===== config.mk =====
export PLATFORM = sky130hd
export DESIGN_NAME = sequential_multiplier
export DESIGN_NICKNAME = d
export VERILOG_FILES = /design/src/rtl/sequential_multiplier.sv
export SDC_FILE = /design/constraint.sdc
export NUM_CORES = 1
export LEC_CHECK = 0
export ABC_CLOCK_PERIOD_IN_PS = 2600
export CELL_PAD_IN_SITES_DETAIL_PLACEMENT = 0
export CELL_PAD_IN_SITES_GLOBAL_PLACEMENT = 1
export CORE_AREA = 5 5 112 72
export DETAILED_ROUTE_END_ITERATION = 7
export DIE_AREA = 0 0 117 77
export GPL_TIMING_DRIVEN = 0
export PLACE_DENSITY_LB_ADDON = 0.3
export SKIP_CTS_REPAIR_TIMING = 1
export SYNTH_ARGS = -nofsm -noshare
export SYNTH_HDL_FRONTEND = slang
export SYNTH_SLANG_ARGS = --single-unit

===== constraint.sdc =====
create_clock -name clk -period 2.6 [get_ports clk]
set_clock_uncertainty 0.1 [all_clocks]
set_input_delay 0.39 -clock clk [delete_from_list [all_inputs] [get_ports clk]]
set_output_delay 0.39 -clock clk [all_outputs]
set_load 0.02 [all_outputs]

===== src/rtl/sequential_multiplier.sv =====
// Sequential 8x8 unsigned shift-and-add multiplier with a start/busy/done handshake.
// Define MUL_EARLY_EXIT_EN to finish as soon as no set multiplier bits remain.
module sequential_multiplier (
  input  logic       clk,
  input  logic       reset,
  input  logic       start,
  input  logic [7:0] multiplicand,
  input  logic [7:0] multiplier,
  output logic [7:0] product_lo,
  output logic [7:0] product_hi,
  output logic       busy,
  output logic       done,
  output logic       overflow
);

  typedef enum logic [1:0] {
    IDLE     = 2'b00,
    MULTIPLY = 2'b01,
    FINISH   = 2'b10
  } state_t;

  state_t      state, state_n;
  logic [15:0] p;
  logic [15:0] m;
  logic [7:0]  q;
  logic [3:0]  count;
  logic        last_step;

`ifdef MUL_EARLY_EXIT_EN
  // Stop once the bit being consumed now is the last set multiplier bit.
  assign last_step = (count == 4'd7) || (q[7:1] == 7'd0);
`else
  assign last_step = (count == 4'd7);
`endif

  always_ff @(posedge clk or posedge reset) begin
    if (reset) state <= IDLE;
    else       state <= state_n;
  end

  always_comb begin
    state_n = state;
    case (state)
      IDLE:     if (start) state_n = MULTIPLY;
      MULTIPLY: if (last_step) state_n = FINISH;
      FINISH:   state_n = IDLE;
      default:  state_n = IDLE;
    endcase
  end

  always_ff @(posedge clk or posedge reset) begin
    if (reset) begin
      p     <= '0;
      m     <= '0;
      q     <= '0;
      count <= '0;
    end else begin
      case (state)
        IDLE: begin
          if (start) begin
            p     <= '0;
            m     <= {8'h00, multiplicand};
            q     <= multiplier;
            count <= '0;
          end
        end
        MULTIPLY: begin
          if (q[0]) p <= p + m;
          m     <= {m[14:0], 1'b0};
          q     <= {1'b0, q[7:1]};
          count <= count + 4'd1;
        end
        FINISH: begin
        end
        default: begin
          p     <= '0;
          m     <= '0;
          q     <= '0;
          count <= '0;
        end
      endcase
    end
  end

  assign product_lo = p[7:0];
  assign product_hi = p[15:8];
  assign busy       = (state == MULTIPLY);
  assign done       = (state == FINISH);
  assign overflow   = done && (p[15:8] != 8'h00);

endmodule

==> Word-level counts from Yosys, hierarchy flattened <==
Cells that the tools add are included.
{ "totals": {"regBits": 46, "in_bits": 19, "output_inout_bits": 19, "word_cells": 32} }
{ "classes": {"n_addsub": 2, "eq_ne": 6, "n_mux": 12, "bitwise": 1, "n_reduce_logical": 6} }
{ "ops": {"columns": ["operator", "count"], "rows": [
  ["case mux 16 bit (3 select lines)", 2],
  ["2-to-1 mux 16 bit", 3],
  ["case mux 8 bit (3 select lines)", 1],
  ["adder 16 bit", 1],
  ["case mux 4 bit (3 select lines)", 1],
  ["2-to-1 mux 8 bit", 1],
  ["nonzero test 8 bit", 1],
  ["adder 4 x 1 -> 4 bit (second input constant)", 1],
  ["== test 4 x 3 -> 1 bit (second input constant)", 1],
  ["2-to-1 mux 2 bit", 2],
  ["2-to-1 mux 4 bit", 1],
  ["!= test 2 x 1 -> 1 bit (second input constant)", 2],
  ["case mux 2 bit (2 select lines)", 1],
  ["AND reduction 2 bit", 2],
  ["AND reduction 3 bit", 1],
  ["== test 2 x 1 -> 1 bit (second input constant)", 1],
  ["== test 2 bit (second input constant)", 1],
  ["zero test 2 bit", 1],
  ["!= test 2 bit (second input constant)", 1],
  ["logical AND 1 bit", 1],
  ["NOT 1 bit", 1]
]} }

==> Logic depth before layout (Yosys ltp) <==
{ "depth": {"word_depth": 3, "ltp_mapped": 9, "mapped_depth_nobuf": 9} }

==> Worst setup path before layout <==
OpenSTA, ideal clock, no wires.
{ "synth_timing": {"path_kind": "reg2reg", "start": "reg p[0]", "end": "reg p[12]", "setup_time_ps": 122, "arrival_ps": 2138, "t_required_ps": 2378, "setup_slack_ps": 240, "stages_incl_launch_ff": 10, "n_path_buf": 0, "synth_period_minus_slack_ps": 2360, "cell_sequence": "dfrtp_1 > ha_1 > inv_1 > fa_1 > nor2b_1 > o2111ai_1 > a21oi_1 > o31a_1 > or3_1 > a32o_1"} }
{ "synth_between": {"elab_chain_len": 3} }
{ "synth_rtl": {"columns": ["element", "line_no", "rtl"], "rows": [
  ["start, declared", "23", "logic [15:0] p;"],
  ["start signal, assigned", "68", "if (q[0]) p <= p + m;"],
  ["adder 16 bit", "68", null],
  ["2-to-1 mux 16 bit", "68", null],
  ["case mux 16 bit (3 select lines)", "58", "case (state)"]
]} }
No other way between the ends. The select of a mux whose other input is x is not followed.
A chain may end at the register's enable or synchronous reset.

==> Worst setup path after layout <==
{ "layout_timing": {"start": "reg p[6]", "end": "reg p[13]"} }
Same word-level chain as after synthesis.

==> results_dict.tcl <==
set metrics [dict create \
    status "finished, final reports clean" \
    min_period_over_period_pct 94.4 \
    cp-start-kind "flip-flop" \
    ff2ff_path_depth 8 \
    grt_pass1_vias 2158 \
    cp-end-kind "flip-flop" \
    wl_per_cell_um 15.0 \
    grt.overflow.total 0 \
    cts_tree "built" \
    reg2reg_from "p[6]" \
    postSynth.asyncResetShare_pct 100 \
    power_leakage_nw 1.49 \
    drv_slew 0 \
    drc 0 \
    antenna_left 0 \
    synth.avg_cell_area_um2 8.76 \
    initial_core_util_pct 38.3 \
    yosys.area.top_type "dfrtp_1" \
    reg2reg_slack_ns 0.14 \
    grt_max_degree 36 \
    yosysTopAreaCellShare_pct 43.1 \
    cts.sink_count 46 \
    cts.path.max_buffers 2 \
    die_area_um2 9010 \
    grt_util_all_layers_pct 15.4 \
    drive_above_1_share_pct 5.95 \
    ys.warnings.count 0 \
    finalSetupViolCount 0 \
    synthFlopType "dfrtp_1" \
    final_cells 444 \
    layout_common_cells "69 x nand2_1, 46 x dfrtp_1, 38 x o21ai_0" \
    num_rows 24 \
    syn-instance-count 305 \
    required_ns 2.67 \
    fin_total_pwr_mw 3.60 \
    coreArea_um2 6970 \
    fin_util_pct 48.3 \
    hold_violations 0 \
    cap_violations 0 \
    die_h_um 77 \
    num_antenna_cells 0 \
    cp_max_fo 8 \
    grt_pass1_wl_mm 11.1 \
    clk_latency_ns 0.28 \
    layout_commonest_cell "nand2_1" \
    areaGrowthSynthToFinish_pct 25.9 \
    worstPathArrival_ns 2.53 \
    die_x_um 117 \
    relSlewSlack_pct 58.3 \
    cts-root-buf "clkbuf_16" \
    syn_area_um2 2670 \
    drt-total-wl_mm 6.66 \
    fmax_ghz 0.407 \
    ys_ff_latch 46 \
    final.min_clock_period_ns 2.46 \
    tightest_slew_ns 0.626 \
    worstSetupPathType "flip-flop to flip-flop" \
    ioPinCount 38 \
    dpl.hpwl_mm 5.07 \
    synth-edff-count 0 \
    synth_area_leaders "dfrtp_1 43%, nand2_1 9.7%, ha_1 7.5%, o21ai_0 7.1%, a21oi_1 3.9%" \
    ir_drop_mv 0.506 \
    worstHoldPathType "primary input to async pin" \
    synth.net_count 341 \
    via_count 2276 \
    ctsHtreeMaxLevel 2 \
    synth_cell_types 45 \
    viasPerCell 5.13 \
    rr_endpoint "p[13]" \
    dp_cells 434 \
    antenna_found_initial 0 \
    rsz0062_at_grt "no" \
    drt_iter0_markers 125 \
    cts_inserted_buffers 5 \
    clk_pin_slew_ns 0.07 \
    powerDensity_nw_per_um2 1070 \
    nNetsFinal 388 \
    ys_seq_area_share_pct 43.1 \
    dr.pass1.iters 4 \
    gp_congestion 0.823 \
    io_buffers 37 \
]
-- critical path, stage by stage (launching register included) --
cell and delay, ns:
dfrtp_1 0.40, ha_1 0.30, buf_2 0.17, a21o_1 0.19
a31oi_2 0.25, a21boi_1 0.14, o211a_1 0.24, or3_1 0.31
a32o_1 0.25
-- stage by stage --
stage / hold WS, ns / worst slack, ns / area, um^2 / setup TNS (ns)
2_1_floorplan: 0.350 / 0.240 / 2670 / 0
3_3_place_gp: 0.366 / -0.221 / 3160 / -1.74
3_5_place_dp: 0.380 / -0.222 / 3180 / -1.99
4_1_cts: 0.267 / -0.227 / 3320 / -0.227
5_1_grt: 0.283 / 0.00712 / 3360 / 0
6_report: 0.259 / 0.145 / 3360 / 0
-- where the power goes --
| part | switching (mW) | total [mW] | internal [mW] |
|---|---|---|---|
| logic | 1.01 | 1.72 | 0.719 |
| clock network | 0.267 | 0.649 | 0.382 |
| registers | 0.250 | 1.22 | 0.974 |
| total | 1.52 | 3.60 | 2.08 |
-- how the worst max path moves through the flow --
stage / startpoint / end / cells after the start
4_1_cts: state[0] / busy / 5
6_report: p[6] / p[13] / 8
2_1_floorplan: p[0] / p[12] / 9
3_5_place_dp: start / p[2] / 7
3_3_place_gp: start / p[6] / 7
5_1_grt: state[0] / busy / 4
-- layer usage --
metal | track usage, % | share of wire (%)
met5 | 0 | 0
met4 | 2.86 | 0.33
met3 | 3.38 | 4.0
met2 | 20.3 | 40
met1 | 25.3 | 55
-- cells in the mapped netlist, types with 2 or more instances --
cell type and n:
a211oi_1 2, a21boi_1 2, a21o_1 7, a21oi_1 21, a22o_1 2, a31oi_1 2, a32o_1 3, and4_1 2
clkbuf_1 13, dfrtp_1 46, ha_1 16, inv_1 5, mux2i_1 4, nand2_1 69, nand2b_1 4, nand3_1 2
nor2_1 16, nor2b_1 3, nor3_1 2, nor4_1 2, o211ai_1 2, o21ai_0 38, o21ai_1 3, o21bai_1 2
o22ai_1 5, or3_1 3, xnor2_1 5, xor2_1 7
-- registers in the layout, summed over array words and instances (netlist names) --
signal,count
count,4
m,16
p,16
q,8
state,2
-- logic make-up after synthesis --
family / Yosys count / share of synthesized area, %
DFF: 46 / 43.1
adders and majority gates: 17 / 8.24
and+or+nand+nor: 109 / 18.0
xor gates and xnor gates: 12 / 3.93
muxes: 4 / 1.50
AOI/OAI and AO/OA: 98 / 22.5
buffers and inverters: 19 / 2.72
-- cell type report --
type,count,area (um^2)
Inverter,5,22.5
Clock buffer,7,143
Tap cell,91,114
Fill cell,693,3600
Buffer,13,50.0
Sequential cell,46,1150
Multi-Input combinational cell,240,1460
Clock inverter,1,5.00
Timing Repair Buffer,41,413
(Power assumes the default switching activity.)
